--- config.mk ---
export PLATFORM = sky130hd
export DESIGN_NAME = fifo_serializer
export DESIGN_NICKNAME = d
export VERILOG_FILES = /design/src/rtl/fifo_serializer.sv
export SDC_FILE = /design/constraint.sdc
export NUM_CORES = 1
export LEC_CHECK = 0
export BUFFER_PORTS_ARGS = -buffer_cell sky130_fd_sc_hd__buf_4
export CAP_MARGIN = 20
export CORE_ASPECT_RATIO = 1.1
export CORE_MARGIN = 4
export CORE_UTILIZATION = 37
export DETAILED_ROUTE_END_ITERATION = 6
export HOLD_SLACK_MARGIN = 0.06
export PLACE_DENSITY = 0.61
export SYNTH_ARGS = -nofsm -noshare
export SYNTH_HDL_FRONTEND = slang
export SYNTH_SLANG_ARGS = --single-unit
--- constraint.sdc ---
create_clock -name wclk -period 5.1 [get_ports wclk]
set_input_delay 0.255 -clock wclk [delete_from_list [all_inputs] [get_ports wclk]]
set_output_delay 0.255 -clock wclk [all_outputs]
set_load 0.05 [all_outputs]
--- src/rtl/fifo_serializer.sv ---
// rtl/fifo_serializer.sv - wide-word to per-lane serializer feeding the write side of a sync FIFO
module fifo_serializer #(
    parameter int DATA_WIDTH  = 8,
    parameter int FETCH_WIDTH = 6,
    parameter int CNT_WIDTH   = 3
) (
    input  logic                              wclk,
    input  logic                              wrst_n,
    input  logic [FETCH_WIDTH*DATA_WIDTH-1:0] in_data,
    input  logic                              in_valid,
    output logic                              in_ready,
    input  logic                              change_fetch_width,
    input  logic [CNT_WIDTH-1:0]              input_fetch_width,
    output logic [DATA_WIDTH-1:0]             fifo_din,
    output logic                              fifo_enq,
    input  logic                              fifo_full_n,
    output logic                              busy,
    output logic [15:0]                       elem_count
);

    typedef enum logic {IDLE, SEND} state_t;

    state_t                              state;
    state_t                              state_nxt;
    logic [FETCH_WIDTH*DATA_WIDTH-1:0]   hold;
    logic [CNT_WIDTH-1:0]                idx;
    logic [CNT_WIDTH-1:0]                fw;
    logic [CNT_WIDTH-1:0]                word_fw;
    logic [CNT_WIDTH-1:0]                pend_val;
    logic                                pend;
    logic                                last;
    logic                                accept;
    logic                                width_ok;

    // Handshake and strobe decode; everything is forced quiet while reset is held
    always_comb begin
        busy     = wrst_n && (state == SEND);
        fifo_enq = busy && fifo_full_n;
        last     = fifo_enq && (idx == word_fw - CNT_WIDTH'(1));
        in_ready = wrst_n && !pend && ((state == IDLE) || last);
        accept   = in_valid && in_ready;
        width_ok = (input_fetch_width != '0) &&
                   (input_fetch_width <= CNT_WIDTH'(FETCH_WIDTH));
    end

    // Lane mux: idx only moves on an enqueue, so the element stays put during a stall
    always_comb begin
        fifo_din = '0;
        if (busy) begin
            for (int i = 0; i < FETCH_WIDTH; i++) begin
                if (idx == CNT_WIDTH'(i)) begin
                    fifo_din = hold[i*DATA_WIDTH +: DATA_WIDTH];
                end
            end
        end
    end

    // Next state: an accept on the last lane keeps SEND for a bubble-free next word
    always_comb begin
        state_nxt = state;
        case (state)
            IDLE:    if (accept) state_nxt = SEND;
            SEND:    if (accept) state_nxt = SEND;
                     else if (last) state_nxt = IDLE;
            default: state_nxt = IDLE;
        endcase
    end

    // State register
    always_ff @(posedge wclk) begin
        if (!wrst_n) begin
            state <= IDLE;
        end else begin
            state <= state_nxt;
        end
    end

    // Word capture, lane walk and element counter
    always_ff @(posedge wclk) begin
        if (!wrst_n) begin
            hold       <= '0;
            idx        <= '0;
            word_fw    <= CNT_WIDTH'(FETCH_WIDTH);
            elem_count <= '0;
        end else begin
            if (accept) begin
                hold    <= in_data;
                word_fw <= fw;
                idx     <= '0;
            end else if (fifo_enq) begin
                idx <= last ? '0 : idx + CNT_WIDTH'(1);
            end
            if (fifo_enq) begin
                elem_count <= elem_count + 16'(1);
            end
        end
    end

    // Width change: held pending until no word is mid-flight; a request landing on the
    // same edge as an apply stays pending so the latest request always wins
    always_ff @(posedge wclk) begin
        if (!wrst_n) begin
            fw       <= CNT_WIDTH'(FETCH_WIDTH);
            pend     <= 1'b0;
            pend_val <= CNT_WIDTH'(FETCH_WIDTH);
        end else begin
            if (pend && ((state == IDLE) || last)) begin
                fw   <= pend_val;
                pend <= 1'b0;
            end
            if (change_fetch_width && width_ok) begin
                pend     <= 1'b1;
                pend_val <= input_fetch_width;
            end
        end
    end

endmodule

Word level (Yosys, flattened, before mapping)
Cells that the tools add are included.
{"block": "word_totals", "register_bits": 78, "in_bits": 56, "out_inout_bits": 27, "wordCells": 49}
{"block": "op_classes", "n_addsub": 3, "magnitude_cmp": 1, "n_eq_ne": 6, "muxes": 14, "n_bitwise": 2, "reduce_logical": 15}
{"cell": "$mux 8", "n": 7}
{"cell": "$add 16x1->16 const B", "n": 1}
{"cell": "$logic_and 1x1->1", "n": 9}
{"cell": "$eq 3x2->1 const B", "n": 2}
{"cell": "$eq 3x3->1 const B", "n": 2}
{"cell": "$mux 1", "n": 5}
{"cell": "$add 3x1->3 const B", "n": 1}
{"cell": "$eq 3x1->1 const B", "n": 1}
{"cell": "$eq 3x3->1", "n": 1}
{"cell": "$le 3x3->1 const B", "n": 1}
{"cell": "$logic_not 3->1", "n": 1}
{"cell": "$mux 3", "n": 1}
{"cell": "$reduce_bool 3->1", "n": 1}
{"cell": "$sub 3x1->3 const B", "n": 1}
{"cell": "$not 1->1", "n": 2}
{"cell": "$pmux 1 s2", "n": 1}
{"cell": "$reduce_bool 2->1", "n": 1}
{"cell": "$reduce_or 2->1", "n": 1}
{"cell": "$logic_not 1->1", "n": 1}
{"cell": "$logic_or 1x1->1", "n": 1}

Longest topological paths before layout
{"block": "logic_depth", "depth_word": 8, "ltp_mapped": 8, "mapped_depth_nobuf": 6}

Worst setup path after synthesis
No wires, ideal clock.
{"block": "synth_path", "path_type": "reg-to-output", "from": "register idx[0]", "to": "output fifo_din[0]", "t_arrival_ps": 2668, "required_time_ps": 4845, "setup_slack_ps": 2177, "path_stages_with_launch": 8, "n_path_buf": 1, "cell_sequence": "dfxtp_1 -> inv_1 -> ha_1 -> or2_2 -> clkbuf_1 -> a21oi_1 -> o221ai_1 -> a311oi_1"}
{"block": "synth_between", "elab_chain_len": 8, "word_cells_on_any_way": 13, "cone_classes": "eq/ne: 5; mux: 7; reduce/logical: 1"}
{"element": "from (decl)", "line_no": "26", "rtl": "logic [CNT_WIDTH-1:0] idx;"}
{"element": "from (signal assigned)", "line_no": "91", "rtl": "idx <= last ? '0 : idx + CNT_WIDTH'(1);"}
{"element": "$logic_not 3->1", "line_no": "51", "rtl": "if (idx == CNT_WIDTH'(i)) begin"}
{"element": "$mux 8 (5 in series)", "line_no": "51"}
{"element": "$mux 8 *", "line_no": "51"}
{"element": "$mux 8 *", "line_no": "49", "rtl": "if (busy) begin"}
{"element": "to (decl)", "line_no": "14", "rtl": "output logic [DATA_WIDTH-1:0] fifo_din,"}
Every way passes the cells marked *; elsewhere a longest branch is shown, timed or not.

Worst setup path in the final report
{"block": "layout_path", "from": "register idx[0]", "to": "output fifo_din[5]"}
The elaborated chain is that of the path after synthesis.

==> flow_summary.json <==
{
  "hold_path.class": "input pin to register",
  "drt_iter0_drc": 125,
  "ant_nets": 0,
  "start_util": 0.378,
  "synthCells": 464,
  "cts_htree_levels": 3,
  "required_ns": 4.85,
  "routedWlPerCell_um": 14.5,
  "diodes": 0,
  "die_y_um": 113,
  "layout-area-overhead-vs-synth_pct": 21.1,
  "whs_ns": 0.112,
  "p_sw_frac": 0.278,
  "syn_area_per_cell_um2": 8.01,
  "power_frac_clock": 0.367,
  "netlist_area_um2": 3720,
  "dr.pass1.iters": 4,
  "endpoint_kind": "output pin",
  "power_density_nw_per_um2": 291,
  "ys_seq_elements": 78,
  "cts_sinks": 78,
  "fp.dieArea_um2": 11700,
  "synth-edff-count": 0,
  "cts_tree": "yes",
  "clockBufferDepth": 2,
  "slew_headroom": 0.398,
  "crit_path_max_fanout": 8,
  "fp.coreArea_um2": 9840,
  "rr_startpoint": "word_fw[0]",
  "port_buffers": 82,
  "path_class": "register to output pin",
  "wl_mm": 9.41,
  "drv_cap": 0,
  "grt_antenna_before_repair": 0,
  "fp-row-count": 38,
  "cp-start-kind": "register",
  "finalSetupViolations": 0,
  "async_flop_share": 0,
  "post_drt_via_cell_ratio": 5.22,
  "min_from": "in_data[20]",
  "p_int_uw": 945,
  "finalCriticalPeriod_ns": 2.77,
  "drc": 0,
  "rsz0062_at_grt": "no",
  "setup_tns_ns": 0,
  "cts_hold_buf": 0,
  "peakVddDrop_mv": 0.137,
  "grt_max_degree": 67,
  "numCtsBuffers": 9,
  "power_leakage_uw": 0.00178,
  "synth.distinct_cells": 46,
  "num-fill-cells": 1000,
  "grt_pass1_wl_mm": 15.5,
  "seq_area_frac_synth": 0.420,
  "grt_pass1_vias": 3197,
  "layout.nets": 586,
  "root_buffer": "clkbuf_8",
  "status": "finished clean",
  "path_clk_slew_ns": 0.09,
  "arrival_ns": 2.52,
  "post_cts_buffers": 0,
  "tightestPinTransition_ns": 0.900,
  "ys_warn_count": 0,
  "p_sw_uw": 364,
  "fin_crit_sh": 0.544,
  "synth_flop_cell": "dfxtp_1",
  "grt-ovfl-total": 0,
  "hold_viol_final": 0,
  "post-route-util": 0.457,
  "grtUsageTotal": 0.160,
  "seqCellArea_um2": 1560,
  "die_w_um": 104,
  "post_cts_resized": 0,
  "clock_skew_ns": 0.0138,
  "drive_above_1_share": 0.201,
  "drv_slew": 0,
  "gp_congestion": 0.864,
  "num_vias": 3380,
  "sequentialPowerShare": 0.509,
  "synth_nets": 527,
  "max_freq_mhz": 361,
  "clk_latency_ns": 0.35,
  "critPathLaunch": "idx[0]",
  "io_pins": 83,
  "multi_input_area_um2": 1900,
  "power_frac_comb": 0.125,
  "dp.final_hpwl_mm": 6.60
}
cells in the mapped netlist, drive strengths merged (7+ instances only):
cell type | n | area (um^2)
inv | 12 | 45.0
nor2 | 19 | 78.8
nand2 | 80 | 303
nand3 | 61 | 305
a21o | 8 | 60.1
a21oi | 17 | 85.1
clkbuf | 20 | 78.8
o21ai | 58 | 290
a311oi | 8 | 70.1
ha | 7 | 87.6
o221ai | 8 | 70.1
nand3b | 9 | 67.6
dfxtp | 78 | 1560
buf | 16 | 128
routing by layer:
metal	part of all wire	global-route usage
met3	0.053	0.0376
met4	0.018	0.0559
met2	0.47	0.260
met1	0.46	0.211
met5	0	0
sequential cells by signal (all words and copies together), names as in the netlist:
name        count
idx             3
word_fw         3
state           1
fw              3
pend_val        3
hold           48
pend            1
elem_count     16
stage by stage:
stage | total power, uW | std cells | area [um^2] | setup slack (ns)
global route | 1370 | 648 | 4500 | 2.20
finish | 1310 | 648 | 4500 | 2.33
detailed placement | 845 | 632 | 4300 | 2.18
CTS | 1320 | 648 | 4500 | 2.33
global placement | 840 | 632 | 4300 | 2.29
floorplan | 787 | 464 | 3720 | 2.18
final cells by class:
| class | instances | area share |
|---|---|---|
| clock inverters | 7 | 0.0183 |
| repair buffers | 84 | 0.140 |
| clock buffers | 9 | 0.0275 |
| well taps | 120 | 0.0334 |
| multi-input cells | 337 | 0.423 |
| flip-flops and latches | 78 | 0.347 |
| inverters | 13 | 0.0108 |
worst max-delay path, cell delays in order, from the launching register on:
cell	delay (ns)
dfxtp_1	0.43
inv_1	0.11
ha_1	0.21
or2_2	0.35
a21oi_1	0.26
o221ai_1	0.20
a311oi_1	0.36
buf_4	0.26
worst paths after layout:
path | slack (ns) | to | cells after the start
max | 2.33 | fifo_din[5] | 7
min | 0.11 | hold[20] | 3
max reg2reg | 2.52 | hold[3] | 6
min reg2reg | 0.46 | hold[41] | 2
cells by family after synthesis:
kind of cell | synth area share
and+or+nand+nor | 0.259
DFF | 0.420
AOI/OAI and AO/OA | 0.201
buffers and inverters | 0.0687
adders and majority gates | 0.0236
xor gates and xnor gates | 0.0276
power by group through the flow:
stage | logic, uW | registers [uW] | clock network, uW
after floorplan | 114 | 673 | 0
final | 163 | 666 | 480
after global routing | 181 | 670 | 519
after detailed placement | 165 | 679 | 0
after global placement | 161 | 680 | 0
after CTS | 166 | 666 | 489
cells in the final DEF, fill, tap and decap left out, types with 6 or more instances in the layout:
| cell | n |
|---|---|
| a21o_1 | 8 |
| a21oi_1 | 17 |
| a311oi_1 | 8 |
| buf_4 | 84 |
| clkbuf_8 | 9 |
| dfxtp_1 | 78 |
| ha_1 | 7 |
| inv_1 | 12 |
| nand2_1 | 79 |
| nand3_1 | 61 |
| nand3b_1 | 9 |
| nor2_1 | 18 |
| nor3_1 | 6 |
| o21ai_0 | 54 |
| o221ai_1 | 8 |
| or3_1 | 6 |
| xnor2_1 | 6 |
(Power assumes the default switching activity.)
